===== src/rtl/cam_row_sequencer.sv =====
// Phase sequencer (precharge -> wordline -> recovery) feeding the CAM 2-to-4 row decoder.
// Define CAM_SEQ_PARITY_EN to carry even parity in the data MSB and report rsp_err on reads.
module cam_row_sequencer #(
    parameter int WIDTH      = 8,
    parameter int PRE_CYCLES = 1,
    parameter int WL_CYCLES  = 2,
    parameter int REC_CYCLES = 1
) (
    input  logic             clk,
    input  logic             rst_n,
    input  logic             req_valid,
    output logic             req_ready,
    input  logic [1:0]       req_op,
    input  logic [1:0]       req_row,
    input  logic [WIDTH-1:0] req_data,
    output logic             dec_i0,
    output logic             dec_i1,
    output logic             dec_en,
    output logic             pre_n,
    output logic             bl_drive_en,
    output logic [WIDTH-1:0] bl_data,
    output logic             sense_en,
    input  logic [WIDTH-1:0] rd_data,
    output logic             rsp_valid,
    output logic [1:0]       rsp_row,
    output logic [WIDTH-1:0] rsp_data,
`ifdef CAM_SEQ_PARITY_EN
    output logic             rsp_err,
`endif
    output logic             busy
);

    localparam int MAX_CYC = (PRE_CYCLES > WL_CYCLES)
                           ? ((PRE_CYCLES > REC_CYCLES) ? PRE_CYCLES : REC_CYCLES)
                           : ((WL_CYCLES > REC_CYCLES) ? WL_CYCLES : REC_CYCLES);
    localparam int CW = $clog2(MAX_CYC + 1);
    localparam logic [CW-1:0] PRE_LAST = CW'(PRE_CYCLES - 1);
    localparam logic [CW-1:0] WL_LAST  = CW'(WL_CYCLES - 1);
    localparam logic [CW-1:0] REC_LAST = CW'(REC_CYCLES - 1);

    localparam logic [1:0] OP_WRITE = 2'b00;
    localparam logic [1:0] OP_SCAN  = 2'b10;
    localparam logic [1:0] OP_NOP   = 2'b11;

    typedef enum logic [2:0] {S_IDLE, S_PRE, S_WL, S_REC, S_NOP} state_t;

    state_t           state_q, state_d;
    logic [CW-1:0]    cnt_q, cnt_d;
    logic [1:0]       op_q, op_d;
    logic [1:0]       row_q, row_d;
    logic [WIDTH-1:0] data_q, data_d;
    logic             rsp_valid_q, rsp_valid_d;
    logic [1:0]       rsp_row_q, rsp_row_d;
    logic [WIDTH-1:0] rsp_data_q, rsp_data_d;
    logic             rsp_err_q, rsp_err_d;
    logic             in_access;

    // Word as it is placed on the bitlines (parity build folds the check bit into the MSB).
    function automatic logic [WIDTH-1:0] encode(input logic [WIDTH-1:0] d);
`ifdef CAM_SEQ_PARITY_EN
        return {^d[WIDTH-2:0], d[WIDTH-2:0]};
`else
        return d;
`endif
    endfunction

    function automatic logic parity_bad(input logic [WIDTH-1:0] d);
`ifdef CAM_SEQ_PARITY_EN
        return (^d[WIDTH-2:0]) != d[WIDTH-1];
`else
        return (d != d);
`endif
    endfunction

    always_comb begin
        state_d     = state_q;
        cnt_d       = cnt_q;
        op_d        = op_q;
        row_d       = row_q;
        data_d      = data_q;
        rsp_valid_d = 1'b0;
        rsp_row_d   = rsp_row_q;
        rsp_data_d  = rsp_data_q;
        rsp_err_d   = rsp_err_q;
        case (state_q)
            S_IDLE: begin
                if (req_valid) begin
                    cnt_d = '0;
                    op_d  = req_op;
                    if (req_op == OP_NOP) begin
                        state_d = S_NOP;
                    end else begin
                        state_d = S_PRE;
                        row_d   = (req_op == OP_SCAN) ? 2'd0 : req_row;
                        data_d  = encode(req_data);
                    end
                end
            end
            S_NOP: state_d = S_IDLE;
            S_PRE: begin
                if (cnt_q == PRE_LAST) begin
                    cnt_d   = '0;
                    state_d = S_WL;
                end else begin
                    cnt_d = cnt_q + 1'b1;
                end
            end
            S_WL: begin
                if (cnt_q == WL_LAST) begin
                    cnt_d   = '0;
                    state_d = S_REC;
                    // Sense data is taken on the edge that closes the last wordline cycle.
                    if (op_q != OP_WRITE) begin
                        rsp_valid_d = 1'b1;
                        rsp_row_d   = row_q;
                        rsp_data_d  = rd_data;
                        rsp_err_d   = parity_bad(rd_data);
                    end
                end else begin
                    cnt_d = cnt_q + 1'b1;
                end
            end
            S_REC: begin
                if (cnt_q == REC_LAST) begin
                    cnt_d = '0;
                    if (op_q == OP_SCAN && row_q != 2'd3) begin
                        row_d   = row_q + 2'd1;
                        state_d = S_PRE;
                    end else begin
                        data_d  = '0;
                        state_d = S_IDLE;
                    end
                end else begin
                    cnt_d = cnt_q + 1'b1;
                end
            end
            default: state_d = S_IDLE;
        endcase
    end

    always_ff @(posedge clk) begin
        if (!rst_n) begin
            state_q     <= S_IDLE;
            cnt_q       <= '0;
            op_q        <= '0;
            row_q       <= '0;
            data_q      <= '0;
            rsp_valid_q <= 1'b0;
            rsp_row_q   <= '0;
            rsp_data_q  <= '0;
            rsp_err_q   <= 1'b0;
        end else begin
            state_q     <= state_d;
            cnt_q       <= cnt_d;
            op_q        <= op_d;
            row_q       <= row_d;
            data_q      <= data_d;
            rsp_valid_q <= rsp_valid_d;
            rsp_row_q   <= rsp_row_d;
            rsp_data_q  <= rsp_data_d;
            rsp_err_q   <= rsp_err_d;
        end
    end

    assign in_access   = (state_q == S_PRE) || (state_q == S_WL) || (state_q == S_REC);
    assign req_ready   = (state_q == S_IDLE);
    assign busy        = (state_q != S_IDLE);
    assign pre_n       = (state_q != S_PRE);
    assign dec_en      = (state_q == S_WL);
    assign dec_i0      = in_access & row_q[0];
    assign dec_i1      = in_access & row_q[1];
    assign bl_drive_en = (state_q == S_WL) && (op_q == OP_WRITE);
    assign bl_data     = data_q;
    assign sense_en    = (state_q == S_WL) && (op_q != OP_WRITE) && (cnt_q == WL_LAST);
    assign rsp_valid   = rsp_valid_q;
    assign rsp_row     = rsp_row_q;
    assign rsp_data    = rsp_data_q;
`ifdef CAM_SEQ_PARITY_EN
    assign rsp_err     = rsp_err_q;
`else
    logic unused_err;
    assign unused_err  = rsp_err_q;
`endif

endmodule


===== config.mk =====
export PLATFORM = sky130hd
export DESIGN_NAME = cam_row_sequencer
export DESIGN_NICKNAME = d
export VERILOG_FILES = /design/src/rtl/cam_row_sequencer.sv
export SDC_FILE = /design/constraint.sdc
export NUM_CORES = 1
export LEC_CHECK = 0
export CAP_MARGIN = 20
export CORE_UTILIZATION = 30
export CTS_CLUSTER_DIAMETER = 80
export DETAILED_ROUTE_END_ITERATION = 8
export PLACE_DENSITY_LB_ADDON = 0.08
export SLEW_MARGIN = 20
export SYNTH_ARGS = -nofsm -noshare
export SYNTH_HDL_FRONTEND = slang
export SYNTH_SLANG_ARGS = --single-unit
export TNS_END_PERCENT = 100

===== constraint.sdc =====
create_clock -name clk -period 1.6 [get_ports clk]
set_clock_uncertainty 0.15 [all_clocks]
set_input_delay 0.32 -clock clk [delete_from_list [all_inputs] [get_ports clk]]
set_output_delay 0.32 -clock clk [all_outputs]
set_load 0.1 [all_outputs]

Word level (Yosys, flattened, before mapping)
Index checks and enable logic that the tools add are counted.
{"block": "totals", "register_bits": 28, "latch_bits": 0, "ram_bits": 0, "romBits": 0, "output_inout_bits": 27, "word_cells": 72, "n_memories": 0}
{"block": "op_classes", "add_sub_neg": 2, "multipliers": 0, "div": 0, "magnitude_cmp": 0, "eq_ne": 16, "shifts": 0, "mux": 23, "bitwise_logic": 2, "reduce_logical": 21}
{"cell": "8-bit two-way mux", "n": 4}
{"cell": "2-bit two-way mux", "n": 8}
{"cell": "8-bit one-hot mux with 2 select lines", "n": 1}
{"cell": "3-bit two-way mux", "n": 5}
{"cell": "2-bit != test (second input constant)", "n": 7}
{"cell": "3-bit one-hot mux with 4 select lines", "n": 1}
{"cell": "5-bit AND reduction", "n": 2}
{"cell": "2-bit equality test (second input constant)", "n": 3}
{"cell": "3-bit by 2-bit equality test with 1-bit output (second input constant)", "n": 2}
{"cell": "2-bit one-hot mux with 3 select lines", "n": 1}
{"cell": "3-bit AND reduction", "n": 2}
{"cell": "3-bit nonzero test", "n": 2}
{"cell": "2-bit by 1-bit adder with 2-bit output (second input constant)", "n": 2}
{"cell": "1-bit logical AND", "n": 4}
{"cell": "2-bit zero test", "n": 2}
{"cell": "2-bit one-hot mux with 2 select lines", "n": 1}
{"cell": "2-bit AND reduction", "n": 2}
{"cell": "4-bit AND reduction", "n": 1}
{"cell": "2-bit nonzero test", "n": 2}
{"cell": "3-bit by 1-bit equality test with 1-bit output (second input constant)", "n": 1}
{"cell": "3-bit zero test", "n": 1}
{"cell": "3-bit by 1-bit != test with 1-bit output (second input constant)", "n": 1}
{"cell": "1-bit bitwise AND", "n": 2}
{"cell": "2-bit by 1-bit equality test with 1-bit output (second input constant)", "n": 1}
{"cell": "4 further kinds", "n": 6}

Longest topological paths before layout
Gate-level depths: netlist of the first run.
{"block": "depth", "word_depth": 5, "mapped_depth": 7, "depth_no_buf": 6}

Worst setup path before layout of the first run
Ideal clock, no wire load.
{"block": "synth_path", "path_kind": "reg-to-output", "from": "reg state_q[2]", "to": "out bl_drive_en", "t_arrival_ns": 2.893, "slack_ns": -1.763, "stages_incl_launch_ff": 4, "cell_sequence": "dfxtp_1 buf_2 or3b_4 nor3_1"}
{"block": "synth_between", "elab_chain_cells": 2}
{"element": "start: declaration", "line_no": "47", "source": "state_t state_q, state_d;"}
{"element": "start signal: assignment", "line_no": "153", "source": "state_q <= state_d;"}
{"element": "3-bit by 2-bit equality test with 1-bit output", "line_no": "172", "source": "assign bl_drive_en = (state_q == S_WL) && (op_q == OP_WRITE);"}
{"element": "1-bit logical AND", "line_no": "172"}
{"element": "end: declaration", "line_no": "20", "source": "output logic bl_drive_en,"}
Every way passes these cells.

Worst setup path after layout of the first run
Ends and elaborated chain as after synthesis.

==> results of run 1 <==
[final cells by class]
type	instances	area, um^2	area share, %
Multi-Input combinational cell	95	775.7	29.78
Timing Repair Buffer	82	1096	42.07
Inverter	8	47.55	1.825
Tap cell	50	62.56	2.402
Sequential cell	28	568.0	21.81
Clock buffer	4	55.05	2.113
[worst paths after layout]
| kind | end |
|---|---|
| max | bl_drive_en |
| min | rsp_data[0]$_SDFFE_PN0P_ |
| max reg2reg | rsp_data[1]$_SDFFE_PN0P_ |
| min reg2reg | rsp_data[0]$_SDFFE_PN0P_ |
[cell families after synthesis]
kind of cell,count (synthesis)
compound gates,24
mux,11
xor+xnor,1
buf+inv,15
simple gates,54
flops,28
fa+ha+maj,5
[worst min-delay path: stages, from the launching register on]
cell and delay [ns]:
dfxtp_1 0.34, mux2i_1 0.12, nor2_1 0.05
[synthesized netlist by cell type, drive strengths merged, types with 4 or more instances]
cell / number / area share (%)
nor2b: 4 / 1.9
ha: 5 / 4.8
nor2: 20 / 6.4
nor3: 5 / 1.9
inv: 7 / 2.0
a22oi: 10 / 6.6
a21oi: 5 / 1.9
dfxtp: 28 / 43
buf: 5 / 3.1
mux2i: 11 / 8.5
nand2: 9 / 2.6
[power by group through the flow]
| stage | Combinational (mW) | Sequential [mW] | Clock (mW) |
|---|---|---|---|
| 2_1_floorplan | 0.521 | 0.921 | 0 |
| 3_3_place_gp | 1.04 | 0.797 | 0 |
| 3_5_place_dp | 1.06 | 0.799 | 0 |
| 4_1_cts | 1.16 | 0.788 | 0.453 |
| 5_1_grt | 1.30 | 0.799 | 0.478 |
| 6_report | 1.24 | 0.792 | 0.432 |
[per-stage QoR]
stage	total power [mW]	setup slack (ns)	util, %
2_1_floorplan	1.442	-0.4716	-
3_3_place_gp	1.837	-0.2521	56.43
3_5_place_dp	1.854	-0.3036	56.43
4_1_cts	2.400	-0.2903	61.21
5_1_grt	2.575	-0.3451	63.75
6_report	2.466	-0.2761	63.75
[metal layers]
metal	global-route usage (%)	vias to the layer above	wire length, um
met4	4.787	0	18
met3	4.730	2	251
met2	28.71	43	1997
li1	-	637	-
met1	19.33	607	1458
met5	0	-	0
[flip-flops by register name, summed over array words and instances, names as in the netlist]
signal and count:
state_q 3, row_q 2, bl_data 8, op_q 2, rsp_data 8, rsp_row 2, rsp_valid 1, cnt_q 2
[repair_timing]
action | CTS | global route
gates resized for setup | 17 | 17
endpoints found under the hold margin | 0 | 0
pin swaps | 12 | 9
buffers inserted | 10 | 5
setup endpoints to repair | 26 | 29
==> flow_summary.yaml, run 1 <==
power_and_ir_drop:
  pwr-share-seq_pct: 32.1
  p_per_area_nw_per_um2: 946.5
  ir_drop_v: 0.0005514
  intPower_mw: 1.532
  p_leak_nw: 1.002
  p_sw_mw: 0.9333
  p_clk_share_pct: 17.5
  switching_share_pct: 37.85
  p_comb_share_pct: 50.4
critical_path:
  slowest_delay_ns: 0.44
  critical_path.top_delay_family: "simple AND/OR/NAND/NOR gates"
  r2r-start: "state_q[2]$_SDFFE_PN0P_"
  cp.arrival_ns: 1.41
  path_buf_inv: 1
  regToRegSetupSlack_ns: -0.10
  crit_chain: "or3b_4 > nor3_4 > buf_12"
  ff2ff_path_depth: 6
  cp-start-kind: "flip-flop"
  path_depth: 3
  required_ns: 1.13
  worstPathMaxFanout: 3
  cp_slowest_cell: "or3b_4"
  worstSetupPathType: "flip-flop to output port"
  startpoint: "state_q[2]$_SDFFE_PN0P_"
  cp-end-kind: "output port"
final_layout:
  drive_gt1_share_pct: 46.08
  nNetsFinal: 246
  finalInstanceArea_um2: 2605
  fill_cells: 349
  stdcell_count: 267
  final_common_cell: "buf_12"
  insertedDiodeCount: 0
  area_growth_pct: 101.2
  layout_common_cells: "31 x buf_12, 22 x dfxtp_1, 22 x clkdlybuf4s50_1, 19 x buf_4, 16 x nor2_1"
yosys:
  synth_xor_xnor_area_share_pct: 0.6763
  async_reset_ff_share_pct: 0
  avgSynthCellArea_um2: 9.384
  syn_area_um2: 1295
  synthFlopType: "dfxtp_1"
  yosys.area_share.adder_pct: 4.831
  synthCells: 138
  synthesis.nets: 166
  muxShareOfSynthArea_pct: 8.502
  yosysWarnings: 0
  synthSimpleGateAreaFrac_pct: 22.51
  synth_cell_types: 38
  ys_seq_elements: 28
  synth_edf_count: 0
  ys_seq_area_share_pct: 43.29
  synth_top_family_by_area: "simple AND/OR/NAND/NOR gates"
  synth_compound_area_share_pct: 13.82
place:
  place_hpwl_mm: 2.698
  place_congestion: 0.7894
  placed_cell_area_um2: 2306
  dp_cells: 250
  portBuffers: 49
routing:
  drc: 0
  via_count: 1289
  viasPerCell: 4.828
  drt_iter0_drc: 58
  ant_nets: 0
  routedWlPerCell_um: 13.95
  dr.pass1.iters: 4
  wirelength_mm: 3.725
grt:
  grt_max_degree: 16
  gr-total-overflow: 0
  antenna_found_initial: 0
  grt_pass1_wl_mm: 5.630
  first_global_vias: 1231
  track_usage_pct: 16.49
clocking:
  cts_buffer_depth: 2
  h-tree-depth: 1
  holdBufCountCts: 0
  worst_skew_pair.late_latency_ns: 0.27
  numCtsBuffers: 3
  cts_root_buf: "clkbuf_8"
  cts.clk_slew.worst_paths_ns: 0.09
  cts_sinks: 28
  tritoncts: "built"
run_status:
  violations: "setup timing"
  status: "finished, violations left"
timing:
  setup_viol_count_final: 19
  timing.final.crit_share_pct: 117.3
  final_hold_viol_count: 0
  worstMarginPinSlew_ns: 0.3041
  clock.fmax_ghz: 0.5330
  fin_ws_ns: -0.2761
  hold_ws_ns: 0.4021
  maxSlewViolCount: 0
  relSlewSlack_pct: 79.59
  period_needed_ns: 1.876
  rsz0062_at_grt: "yes"
  tns_ns: -2.245
floorplanning:
  die_y_um: 67.70
  num_io_pins: 50
  die_x_um: 67.70
  core-area_um2: 4086
  initial_core_util_pct: 31.69
  die_area_um2: 4583
  std_cell_rows: 23
hold_path:
  hp-start: "rsp_data[0]$_SDFFE_PN0P_"
  hold_path_class: "flip-flop to flip-flop"
  hold_depth: 2
job:
  maxCapViolCount: 0
(Power assumes the default switching activity.)
==> run 2, diff against run 1 <==
--- a/config.mk
+++ b/config.mk
@@ -9,6 +9,7 @@
 export CORE_UTILIZATION = 30
 export CTS_CLUSTER_DIAMETER = 80
 export DETAILED_ROUTE_END_ITERATION = 8
+export MAX_ROUTING_LAYER = met4
 export PLACE_DENSITY_LB_ADDON = 0.08
 export SLEW_MARGIN = 20
 export SYNTH_ARGS = -nofsm -noshare
==> flow_summary.yaml, run 2 (synthesis gave the netlist of run 1 again) <==
final_layout:
  area_growth_pct: 101.2
  drive_gt1_share_pct: 46.08
  final_common_cell: "buf_12"
  finalInstanceArea_um2: 2605
  nNetsFinal: 246
  layout_common_cells: "31 x buf_12, 22 x dfxtp_1, 22 x clkdlybuf4s50_1, 19 x buf_4, 16 x nor2_1"
  stdcell_count: 267
  final_util_pct: 63.75
  insertedDiodeCount: 0
critical_path:
  cp-end-kind: "output port"
  worstPathMaxFanout: 3
  r2r-start: "state_q[2]$_SDFFE_PN0P_"
  r2r-end: "rsp_data[1]$_SDFFE_PN0P_"
  cp.arrival_ns: 1.41
  worstSetupPathType: "flip-flop to output port"
  cp-start-kind: "flip-flop"
  ff2ff_path_depth: 6
  required_ns: 1.13
  regToRegSetupSlack_ns: -0.10
grt:
  track_usage_pct: 16.97
  gr-total-overflow: 0
  grt_pass1_wl_mm: 5.609
  first_global_vias: 1235
  antenna_found_initial: 0
  grt_max_degree: 16
floorplanning:
  die_area_um2: 4583
  die_x_um: 67.70
  initial_core_util_pct: 31.69
  core-area_um2: 4086
  num_io_pins: 50
  die_y_um: 67.70
  std_cell_rows: 23
place:
  place_hpwl_mm: 2.698
  post-place-ws_ns: -0.3036
  portBuffers: 49
  place_congestion: 0.8005
  placed_cell_area_um2: 2306
  dp_cells: 250
timing:
  setup_viol_count_final: 19
  period_needed_ns: 1.877
  fin_ws_ns: -0.2770
  final_hold_viol_count: 0
  clock.fmax_ghz: 0.5328
  relSlewSlack_pct: 79.64
  worstMarginPinSlew_ns: 0.3033
  rsz0062_at_grt: "yes"
  timing.final.crit_share_pct: 117.3
  maxSlewViolCount: 0
run_status:
  status: "finished, violations left"
  violations: "setup timing"
routing:
  drt_iter0_drc: 47
  via_count: 1292
  wirelength_mm: 3.720
  routedWlPerCell_um: 13.93
  viasPerCell: 4.839
  dr.pass1.iters: 4
  drc: 0
  ant_nets: 0
hold_path:
  hold_end: "rsp_data[0]$_SDFFE_PN0P_"
  hp-start: "rsp_data[0]$_SDFFE_PN0P_"
  hold_depth: 2
  hold_path_class: "flip-flop to flip-flop"
clocking:
  numCtsBuffers: 3
  h-tree-depth: 1
  cts.clk_slew.worst_paths_ns: 0.09
  cts_buffer_depth: 2
  worst_skew_pair.late_latency_ns: 0.27
  holdBufCountCts: 0
  cts_sinks: 28
  cts_root_buf: "clkbuf_8"
  tritoncts: "built"
job:
  maxCapViolCount: 0
power_and_ir_drop:
  p_leak_nw: 1.002
  p_per_area_nw_per_um2: 947.0
  ir_drop_v: 0.0005522
## run 2: cell counts in the layout (fill, tap and decap cells not counted)
Identical to the previous run, type by type.
## run 2: worst max-delay path, cell delays in order, from the launching register on
cell     delay, ns
dfxtp_2       0.34
or3b_4        0.44
nor3_4        0.16
buf_12        0.20
## run 2: layer usage
metal | up-vias | global-route usage, % | share of wire, %
met5 | - | - | 0
li1 | 636 | - | -
met3 | 4 | 2.703 | 4.4
met4 | 0 | 4.787 | 0.62
met2 | 42 | 28.71 | 53
met1 | 610 | 20.55 | 42
## run 2: how the worst max path moves through the flow
stage	from	endpoint	slack [ns]	depth (start not counted)
floorplan	state_q[2]$_SDFFE_PN0P_	bl_drive_en	-0.47	3
CTS	state_q[2]$_SDFFE_PN0P_	bl_drive_en	-0.29	3
detailed placement	req_valid	row_q[0]$_SDFFE_PN0P_	-0.30	5
finish	state_q[2]$_SDFFE_PN0P_	bl_drive_en	-0.28	3
global route	state_q[2]$_SDFFE_PN0P_	bl_drive_en	-0.35	3
global placement	req_valid	row_q[0]$_SDFFE_PN0P_	-0.25	5
## run 2: layout make-up
| class | count | area [um^2] |
|---|---|---|
| multi-input cells | 95 | 775.7 |
| inverters | 8 | 47.55 |
| fillers | 349 | 1481 |
| flip-flops and latches | 28 | 568.0 |
| well taps | 50 | 62.56 |
| clock buffers | 4 | 55.05 |
| repair buffers | 82 | 1096 |
## run 2: repair_timing
action | 4_1_cts | 5_1_grt
buffers inserted | 10 | 5
setup endpoints to repair | 26 | 29
pin swaps | 12 | 9
endpoints found under the hold margin | 0 | 0
cloned | 0 | 0
gates resized for setup | 17 | 17
## run 2: where the power goes
group          leakage (nW)  switching (mW)  internal [mW]  total [mW]
combinational         0.743           0.675          0.567        1.24
clock                0.0288           0.213          0.220       0.433
sequential            0.230          0.0463          0.746       0.792
total                  1.00           0.935           1.53        2.47
## run 2: per-stage QoR
| step | hold slack (ns) | TNS (ns) | total power, mW |
|---|---|---|---|
| after CTS | 0.4062 | -2.627 | 2.400 |
| after global routing | 0.4288 | -4.022 | 2.574 |
| after floorplan | 0.2883 | -3.465 | 1.442 |
| after global placement | 0.3888 | -2.250 | 1.837 |
| final | 0.4021 | -2.236 | 2.467 |
| after detailed placement | 0.3922 | -2.938 | 1.854 |
